`config.mk`:
```
export PLATFORM = sky130hd
export DESIGN_NAME = s3g_frame_tx
export DESIGN_NICKNAME = d
export VERILOG_FILES = /design/src/rtl/s3g_pkg.sv /design/src/rtl/s3g_crc8_byte.sv /design/src/rtl/s3g_frame_tx.sv
export SDC_FILE = /design/constraint.sdc
export NUM_CORES = 1
export LEC_CHECK = 0
export CAP_MARGIN = 5
export CELL_PAD_IN_SITES_DETAIL_PLACEMENT = 1
export CELL_PAD_IN_SITES_GLOBAL_PLACEMENT = 2
export CORE_ASPECT_RATIO = 0.8
export CORE_MARGIN = 1
export CORE_UTILIZATION = 45
export DETAILED_ROUTE_END_ITERATION = 12
export MAX_ROUTING_LAYER = met4
export PLACE_DENSITY = 0.8
export SLEW_MARGIN = 10
export SYNTH_ARGS = -nofsm -noshare
export SYNTH_HDL_FRONTEND = slang
export SYNTH_HIERARCHICAL = 1
export SYNTH_SLANG_ARGS = --single-unit
```
`constraint.sdc`:
```
create_clock -name clk -period 4.15 [get_ports clk]
set_clock_uncertainty 0.1 [all_clocks]
set_input_delay 1.0375 -clock clk [delete_from_list [all_inputs] [get_ports clk]]
set_output_delay 1.0375 -clock clk [all_outputs]
set_load 0.02 [all_outputs]
```
`src/rtl/s3g_pkg.sv`:
```
// rtl/s3g_pkg.sv - shared S3G framing constants and transmitter state encoding
package s3g_pkg;

   localparam logic [7:0] S3G_START      = 8'hD5;
   localparam logic [7:0] CRC8_POLY_REFL = 8'h8C;
   localparam logic [7:0] CRC8_INIT      = 8'h00;

   typedef enum logic [2:0] {
      ST_FILL = 3'd0,
      ST_DROP = 3'd1,
      ST_SEND = 3'd2,
      ST_WAIT = 3'd3,
      ST_GAP  = 3'd4
   } tx_state_e;

   // Byte index within a frame: 0 start, 1 length, 2.. payload, len+2 CRC
   localparam logic [8:0] IDX_HDR = 9'd0;
   localparam logic [8:0] IDX_LEN = 9'd1;

endpackage

```
`src/rtl/s3g_crc8_byte.sv`:
```
// rtl/s3g_crc8_byte.sv - combinational single-byte S3G CRC8 (Dallas/iButton) update
module s3g_crc8_byte
   import s3g_pkg::*;
(
   input  logic [7:0] crc_in,
   input  logic [7:0] data,
   output logic [7:0] crc_out
);

   logic [7:0] c;

   always_comb begin
      c = crc_in ^ data;
      for (int i = 0; i < 8; i++) begin
         c = c[0] ? ((c >> 1) ^ CRC8_POLY_REFL) : (c >> 1);
      end
      crc_out = c;
   end

endmodule

```
`src/rtl/s3g_frame_tx.sv`:
```
// rtl/s3g_frame_tx.sv - buffers a payload and emits 0xD5, len, payload, CRC8 to the UART tx handshake
module s3g_frame_tx
   import s3g_pkg::*;
#(
   parameter int MAX_PAYLOAD = 64,
   parameter int ADDR_W      = 6,
   parameter int GAP_CYCLES  = 0
) (
   input  logic        clk,
   input  logic        rst,
   input  logic [7:0]  pl_data,
   input  logic        pl_valid,
   input  logic        pl_last,
   output logic        pl_ready,
   output logic [7:0]  tx_data,
   output logic        tx_wr,
   input  logic        tx_done,
   output logic        busy,
   output logic        frame_done,
   output logic        err_overflow,
   output logic [15:0] frames_sent
);

   localparam logic [ADDR_W:0] MAX_CNT  = (ADDR_W + 1)'(MAX_PAYLOAD);
   localparam logic [15:0]     GAP_LAST = (GAP_CYCLES > 0) ? 16'(GAP_CYCLES - 1) : 16'd0;

   tx_state_e       state_q, state_d;
   logic [ADDR_W:0] count_q, count_d;
   logic [7:0]      len_q, len_d;
   logic [7:0]      crc_q, crc_d;
   logic [8:0]      idx_q, idx_d;
   logic [15:0]     gap_q, gap_d;
   logic [15:0]     frames_q, frames_d;
   logic            frame_done_q, frame_done_d;
   logic            err_q, err_d;

   logic [7:0]        crc_upd;
   logic [8:0]        last_idx;
   logic              full;
   logic              wr_en;
   logic              rd_en;
   logic [ADDR_W-1:0] wr_addr;
   logic [ADDR_W-1:0] rd_addr;
   logic [7:0]        rd_data_q;
   logic [7:0]        mem_q [0:(2**ADDR_W)-1];

   s3g_crc8_byte u_crc (
      .crc_in  (crc_q),
      .data    (pl_data),
      .crc_out (crc_upd)
   );

   assign full     = (count_q == MAX_CNT);
   assign last_idx = {1'b0, len_q} + 9'd2;
   assign wr_addr  = count_q[ADDR_W-1:0];
   // The read is issued on the edge entering SEND for the byte after idx_q
   assign rd_addr  = ADDR_W'(idx_q - 9'd1);

   always_ff @(posedge clk) begin
      if (wr_en) begin
         mem_q[wr_addr] <= pl_data;
      end
      if (rd_en) begin
         rd_data_q <= mem_q[rd_addr];
      end
   end

   always_ff @(posedge clk) begin
      if (rst) begin
         state_q      <= ST_FILL;
         count_q      <= '0;
         len_q        <= 8'h00;
         crc_q        <= CRC8_INIT;
         idx_q        <= IDX_HDR;
         gap_q        <= 16'h0000;
         frames_q     <= 16'h0000;
         frame_done_q <= 1'b0;
         err_q        <= 1'b0;
      end else begin
         state_q      <= state_d;
         count_q      <= count_d;
         len_q        <= len_d;
         crc_q        <= crc_d;
         idx_q        <= idx_d;
         gap_q        <= gap_d;
         frames_q     <= frames_d;
         frame_done_q <= frame_done_d;
         err_q        <= err_d;
      end
   end

   always_comb begin
      state_d      = state_q;
      count_d      = count_q;
      len_d        = len_q;
      crc_d        = crc_q;
      idx_d        = idx_q;
      gap_d        = gap_q;
      frames_d     = frames_q;
      frame_done_d = 1'b0;
      err_d        = 1'b0;
      wr_en        = 1'b0;
      rd_en        = 1'b0;
      case (state_q)
         ST_FILL: begin
            if (pl_valid) begin
               if (full) begin
                  count_d = '0;
                  crc_d   = CRC8_INIT;
                  if (pl_last) begin
                     err_d = 1'b1;
                  end else begin
                     state_d = ST_DROP;
                  end
               end else begin
                  wr_en   = 1'b1;
                  count_d = count_q + 1'b1;
                  crc_d   = crc_upd;
                  if (pl_last) begin
                     len_d   = 8'(count_q + 1'b1);
                     idx_d   = IDX_HDR;
                     state_d = ST_SEND;
                  end
               end
            end
         end
         ST_DROP: begin
            if (pl_valid && pl_last) begin
               err_d   = 1'b1;
               count_d = '0;
               crc_d   = CRC8_INIT;
               state_d = ST_FILL;
            end
         end
         ST_SEND: begin
            state_d = ST_WAIT;
         end
         ST_WAIT: begin
            if (tx_done) begin
               if (idx_q == last_idx) begin
                  frame_done_d = 1'b1;
                  frames_d     = frames_q + 16'd1;
                  count_d      = '0;
                  crc_d        = CRC8_INIT;
                  state_d      = ST_FILL;
               end else if (GAP_CYCLES > 0) begin
                  gap_d   = 16'h0000;
                  state_d = ST_GAP;
               end else begin
                  rd_en   = 1'b1;
                  idx_d   = idx_q + 9'd1;
                  state_d = ST_SEND;
               end
            end
         end
         ST_GAP: begin
            if (gap_q == GAP_LAST) begin
               rd_en   = 1'b1;
               idx_d   = idx_q + 9'd1;
               state_d = ST_SEND;
            end else begin
               gap_d = gap_q + 16'd1;
            end
         end
         default: begin
            state_d = ST_FILL;
         end
      endcase
   end

   always_comb begin
      tx_data = 8'h00;
      if (state_q == ST_SEND || state_q == ST_WAIT || state_q == ST_GAP) begin
         if (idx_q == IDX_HDR) begin
            tx_data = S3G_START;
         end else if (idx_q == IDX_LEN) begin
            tx_data = len_q;
         end else if (idx_q == last_idx) begin
            tx_data = crc_q;
         end else begin
            tx_data = rd_data_q;
         end
      end
   end

   assign tx_wr        = (state_q == ST_SEND);
   assign pl_ready     = (state_q == ST_FILL) || (state_q == ST_DROP);
   assign busy         = (state_q != ST_FILL);
   assign frame_done   = frame_done_q;
   assign err_overflow = err_q;
   assign frames_sent  = frames_q;

endmodule

```
Yosys cells after proc, flatten, opt, wreduce, memory -nomap -nowiden --
Memories as Yosys holds them, arrays and structs flattened. A register that Yosys moved wholly into a read port is not among the register bits. Index checks and enable logic that the tools add are counted.
Storage, ports and cells: RAM bits 512, output and inout port bits 29, register bits 69, input port bits 13, memories 1, logic and storage cells 119
Cells by class: reduce and logical (&&, ||, !) cells 17, equal/unequal tests 17, multiplexer cells 55, add/subtract/negate cells 7, bitwise gates (word level) 13
Memories:
- mem_q | words 64, width 8, rd ports 1, clocked after memory_dff 1, write ports 1, line s3g_frame_tx.sv:45 | logic [7:0] mem_q [0:(2**ADDR_W)-1];
Operators by type and width (count):
- 2-to-1 mux 8 bit | 17
- 2-to-1 mux 9 bit | 6
- 2-to-1 mux 7 bit | 5
- adder 16 x 1 -> 16 bit, second input constant | 2
- one-hot mux 9 bit (3 select lines) | 1
- NOT 2 -> 3 bit | 8
- one-hot mux 8 bit (3 select lines) | 1
- 2-to-1 mux 3 bit | 7
- one-hot mux 7 bit (3 select lines) | 1
- zero test 16 bit | 1
- != test 2 bit, second input constant | 8
- one-hot mux 3 bit (5 select lines) | 1
- 2-to-1 mux 1 bit | 13
- adder 8 x 2 -> 9 bit, second input constant | 1
- adder 9 x 1 -> 9 bit, second input constant | 1
- == test 9 x 1 -> 1 bit, second input constant | 1
- == test 9 bit | 1
- zero test 9 bit | 1
- nonzero test 3 bit | 3
- adder 7 x 1 -> 8 bit, second input constant | 1
- bitwise XOR 8 bit | 1
- adder 7 x 1 -> 7 bit, second input constant | 1
- == test 7 bit, second input constant | 1
- AND reduction 7 bit | 1
- 17 further kinds | 25

Depth between registers and ports, before layout --
word-level depth 20, depth in mapped cells 11, gate-level depth less buffers 8

Hierarchy --
Netlist, hierarchy kept.
By module, submodules not included:
- s3g_frame_tx | instances 1, area each 23143.4 um^2, cells each 1241, seq. area each 16656.0 um^2
- s3g_crc8_byte | instances 1, area each 235.2 um^2, cells each 21, seq. area each 0.0 um^2

Least setup slack after synthesis --
No wires, ideal clock.
path type reg-to-output, start point register len_q[1], end point output port tx_data[0], cell stages (with the launch flop) 9, arrival time 2.246 ns, path slack 0.766 ns, path buffers 1, cell sequence dfxtp_1 ha_1 xor2_1 nor3_1 nand3_1 nor4_4 buf_6 nand2_1 a31oi_1
On the way: longest elaborated chain between the ends 6
RTL lines:
- start, declared | line s3g_frame_tx.sv:29 | logic [7:0] len_q, len_d;
- start signal, assigned | line s3g_frame_tx.sv:82 | len_q <= len_d;
- adder 8 x 2 -> 9 bit | line s3g_frame_tx.sv:54 | assign last_idx = {1'b0, len_q} + 9'd2;
- == test 9 bit | line s3g_frame_tx.sv:178 | end else if (idx_q == last_idx) begin
- 2-to-1 mux 8 bit | line s3g_frame_tx.sv:178
- 2-to-1 mux 8 bit | line s3g_frame_tx.sv:176 | end else if (idx_q == IDX_LEN) begin
- 2-to-1 mux 8 bit | line s3g_frame_tx.sv:174 | if (idx_q == IDX_HDR) begin
- 2-to-1 mux 8 bit | line s3g_frame_tx.sv:173 | if (state_q == ST_SEND || state_q == ST_WAIT || state_q == ST_GAP) begin
- end, declared | line s3g_frame_tx.sv:15 | output logic [7:0] tx_data,
No other way between the ends.

Worst setup path after layout --
start point register len_q[2], end point output port tx_data[7]
Same word-level chain as after synthesis.

==> results.json <==
{
  "status": "completed",
  "post_drt_wl_per_cell_um": 27.2,
  "synth_top_area_share_pct": 66.8,
  "clkLatencyLatePin_ns": 0.60,
  "die-area_um2": 52900,
  "initial_core_util_pct": 45.7,
  "cp_max_fo": 8,
  "maxCapViolCount": 0,
  "grt_overflow": 0,
  "cts_hold_repair.buffers": 0,
  "busiest_layer": "met2",
  "pwr-share-clk_pct": 38.4,
  "p_sw_w": 0.00294,
  "min_period_ns": 4.01,
  "synth-seq-cells": 572,
  "setup_tns_ns": 0,
  "die_h_um": 206,
  "clkTransAtPathRegs_ns": 0.06,
  "p_leak_nw": 8.44,
  "dp_hpwl_mm": 37.4,
  "max_stage_delay_ns": 0.61,
  "seq_area_frac_synth_pct": 71.2,
  "fin_nets": 1421,
  "drc": 0,
  "final_util_pct": 52.5,
  "ys_top_cells_by_area": "edfxtp_1 (67%), mux4_2 (15%), dfxtp_1 (4.5%)",
  "grt_usage_pct": 23.0,
  "wirelength_mm": 58.0,
  "io_buffers": 41,
  "worstPathRequired_ns": 3.01,
  "hp-class": "flip-flop to flip-flop",
  "power_w": 0.0126,
  "cts_sinks": 572,
  "drive_above_1_share_pct": 26.7,
  "cts_root_buf": "clkbuf_16",
  "grt_pass1_vias": 12900,
  "ant_nets": 0,
  "rsz0062_at_grt": "false",
  "ios": 42,
  "cp-start-kind": "flip-flop",
  "fmax_ghz": 0.249,
  "drtIter0Drc": 1236,
  "rr_worst_depth": 8,
  "cts.htree.levels": 2,
  "r2r_slack_ns": 0.47,
  "hold_path_depth": 2,
  "ys_types": 57,
  "slowest_stage": "or4_4",
  "ys_async_sr_fraction_pct": 0,
  "worst-setup-path-type": "flip-flop to output port",
  "syn2layout_area_growth_pct": 15.0,
  "p_int_w": 0.00969,
  "core_um2": 51200,
  "power_frac_comb_pct": 10.5,
  "seqPwrFrac_pct": 51.0,
  "grtUsageMet2_pct": 35.0,
  "layout.cells.non_filler": 2128,
  "p_sw_share_pct": 23.3,
  "yosysWarnings": 6,
  "min_to": "frames_sent[15]$_SDFFE_PP0P_",
  "synthCells": 1262,
  "tightest_slew_ns": 0.907,
  "syn_nets": 1283,
  "routed_via_density": 5.86,
  "grt_util_met1_pct": 32.4,
  "dp.cells": 2026,
  "crit_arrival_ns": 2.87,
  "die_x_um": 257,
  "cts_tree": "yes",
  "r2r-start": "idx_q[0]$_SDFFE_PP0P_",
  "grt_use_met3_pct": 4.33,
  "slew_headroom_pct": 39.3,
  "cp-end-kind": "output port",
  "rows": 74,
  "finalHoldViolations": 0,
  "antenna_found_initial": 0,
  "yosys.area.top_type": "edfxtp_1",
  "ir_worst_vdd_uv": 390,
  "synth_edf_count": 520,
  "slew_violations": 0,
  "dr.pass1.iters": 5,
  "gp_congestion": 0.880,
  "grt_first_pass_wirelength_mm": 85.8,
  "finalSetupViolations": 0,
  "path_cells": "ha_1, xor2_1, xnor2_1, nand3_2, or4_4, nand2_1, a31oi_1, dlygate4sd2_1",
  "reg2reg_to": "rd_data_q[4]$_DFFE_PP_",
  "dr_total_vias": 12500,
  "synth_flop_cell": "edfxtp_1",
  "avgSynthCellArea_um2": 18.5,
  "power_density_nw_per_um2": 469,
  "grt_max_degree": 71,
  "hold_start": "frames_sent[15]$_SDFFE_PP0P_",
  "cts_buffer_depth": 3,
  "netlist_area_um2": 23400,
  "numCtsBuffers": 55,
  "period_share_pct": 96.7
}
## worst max path at each step
stage                           from          to  slack [ns]  cells after the start
2_1_floorplan  len_q[1]$_SDFFE_PP0P_  tx_data[0]        0.77                      8
3_3_place_gp   len_q[2]$_SDFFE_PP0P_  tx_data[2]        0.33                      8
3_5_place_dp   len_q[2]$_SDFFE_PP0P_  tx_data[4]        0.23                      8
4_1_cts        len_q[2]$_SDFFE_PP0P_  tx_data[4]        0.02                      8
5_1_grt        len_q[2]$_SDFFE_PP0P_  tx_data[7]       0.007                      8
6_report       len_q[2]$_SDFFE_PP0P_  tx_data[7]        0.14                      8
## cells by family after synthesis
kind of cell	count (synthesis)	share of synthesized area, %
AO/OA/AOI/OAI	110	3.05
XOR/XNOR	46	1.94
adder cells (fa/ha/maj)	8	0.428
buffers and inverters	82	1.71
flip-flops	572	71.2
multiplexers	175	16.1
AND/OR/NAND/NOR	269	5.55
## routing by layer
metal,vias up,share of wire (%)
li1,5370,-
met1,6588,44
met2,440,47
met3,66,7.0
met4,0,1.7
met5,-,0
## cell usage after synthesis, drive strengths merged (8+ instances only)
master / count
buf: 33
mux2i: 11
ha: 8
o21ai: 34
a22oi: 17
mux4: 160
a21oi: 16
nand2: 60
nand3: 23
a211oi: 10
xnor2: 30
a31oi: 11
clkbuf: 36
inv: 13
nand2b: 11
nor3b: 9
nand4: 9
edfxtp: 520
or3: 15
dfxtp: 52
xor2: 14
nor2: 105
## registers in the layout, summed over array words and instances (netlist names), 2 cells and up
register and cells:
frames_sent 16, state_q 2, crc_q 8, count_q 7
idx_q 9, len_q 8, mem_q 512, rd_data_q 8
## power groups by stage
stage / registers (W) / logic [W] / clock network, W
2_1_floorplan: 0.00650 / 0.000926 / 0
3_3_place_gp: 0.00656 / 0.00131 / 0
3_5_place_dp: 0.00656 / 0.00134 / 0
4_1_cts: 0.00643 / 0.00134 / 0.00495
5_1_grt: 0.00644 / 0.00142 / 0.00513
6_report: 0.00644 / 0.00133 / 0.00485
## repair_timing
item | 4_1_cts | 5_1_grt
buffers inserted | 1 | 0
cloned | 0 | 0
resized for setup | 10 | 4
pin swaps | 1 | 0
endpoints found under the setup margin | 8 | 8
## cell usage in the layout, fill, tap and decap left out, drive strengths merged, types with 10 or more instances in the layout
cell type and count:
inv 14, a21oi 16, mux2i 11, mux4 160, dfxtp 52, buf 118, nand2b 11, a31oi 11
a22oi 17, clkdlybuf4s50 24, nand3 23, nor2 105, or3 15, o21ai 34, nand2 60, a211oi 10
clkinv 22, clkbuf 66, xnor2 30, xor2 14, edfxtp 520
## through the flow
step                      setup WS [ns]  hold WS, ns  area, um^2
after floorplan                   0.766        0.365       23400
after global placement            0.330        0.366       25100
after detailed placement          0.234        0.390       25100
after CTS                        0.0150        0.399       26900
after global routing            0.00704        0.443       26900
final                             0.138        0.387       26900
## layout make-up
type	instances	area [um^2]
clock buffer	66	1440
fill	4578	24300
sequential	572	16700
antenna	1	2.50
tap	684	856
inverter	13	48.8
multi-input combinational	608	6370
timing repair buffer	150	1220
clock inverter	34	293
## critical path: cells and delay by family (launching register included)
| kind | cells | cell delay, ns |
|---|---|---|
| simple gates | 3 | 0.85 |
| flops | 1 | 0.38 |
| xor+xnor | 2 | 0.36 |
| buf+inv | 1 | 0.36 |
| fa+ha+maj | 1 | 0.22 |
| compound gates | 1 | 0.09 |
(Power assumes the default switching activity.)
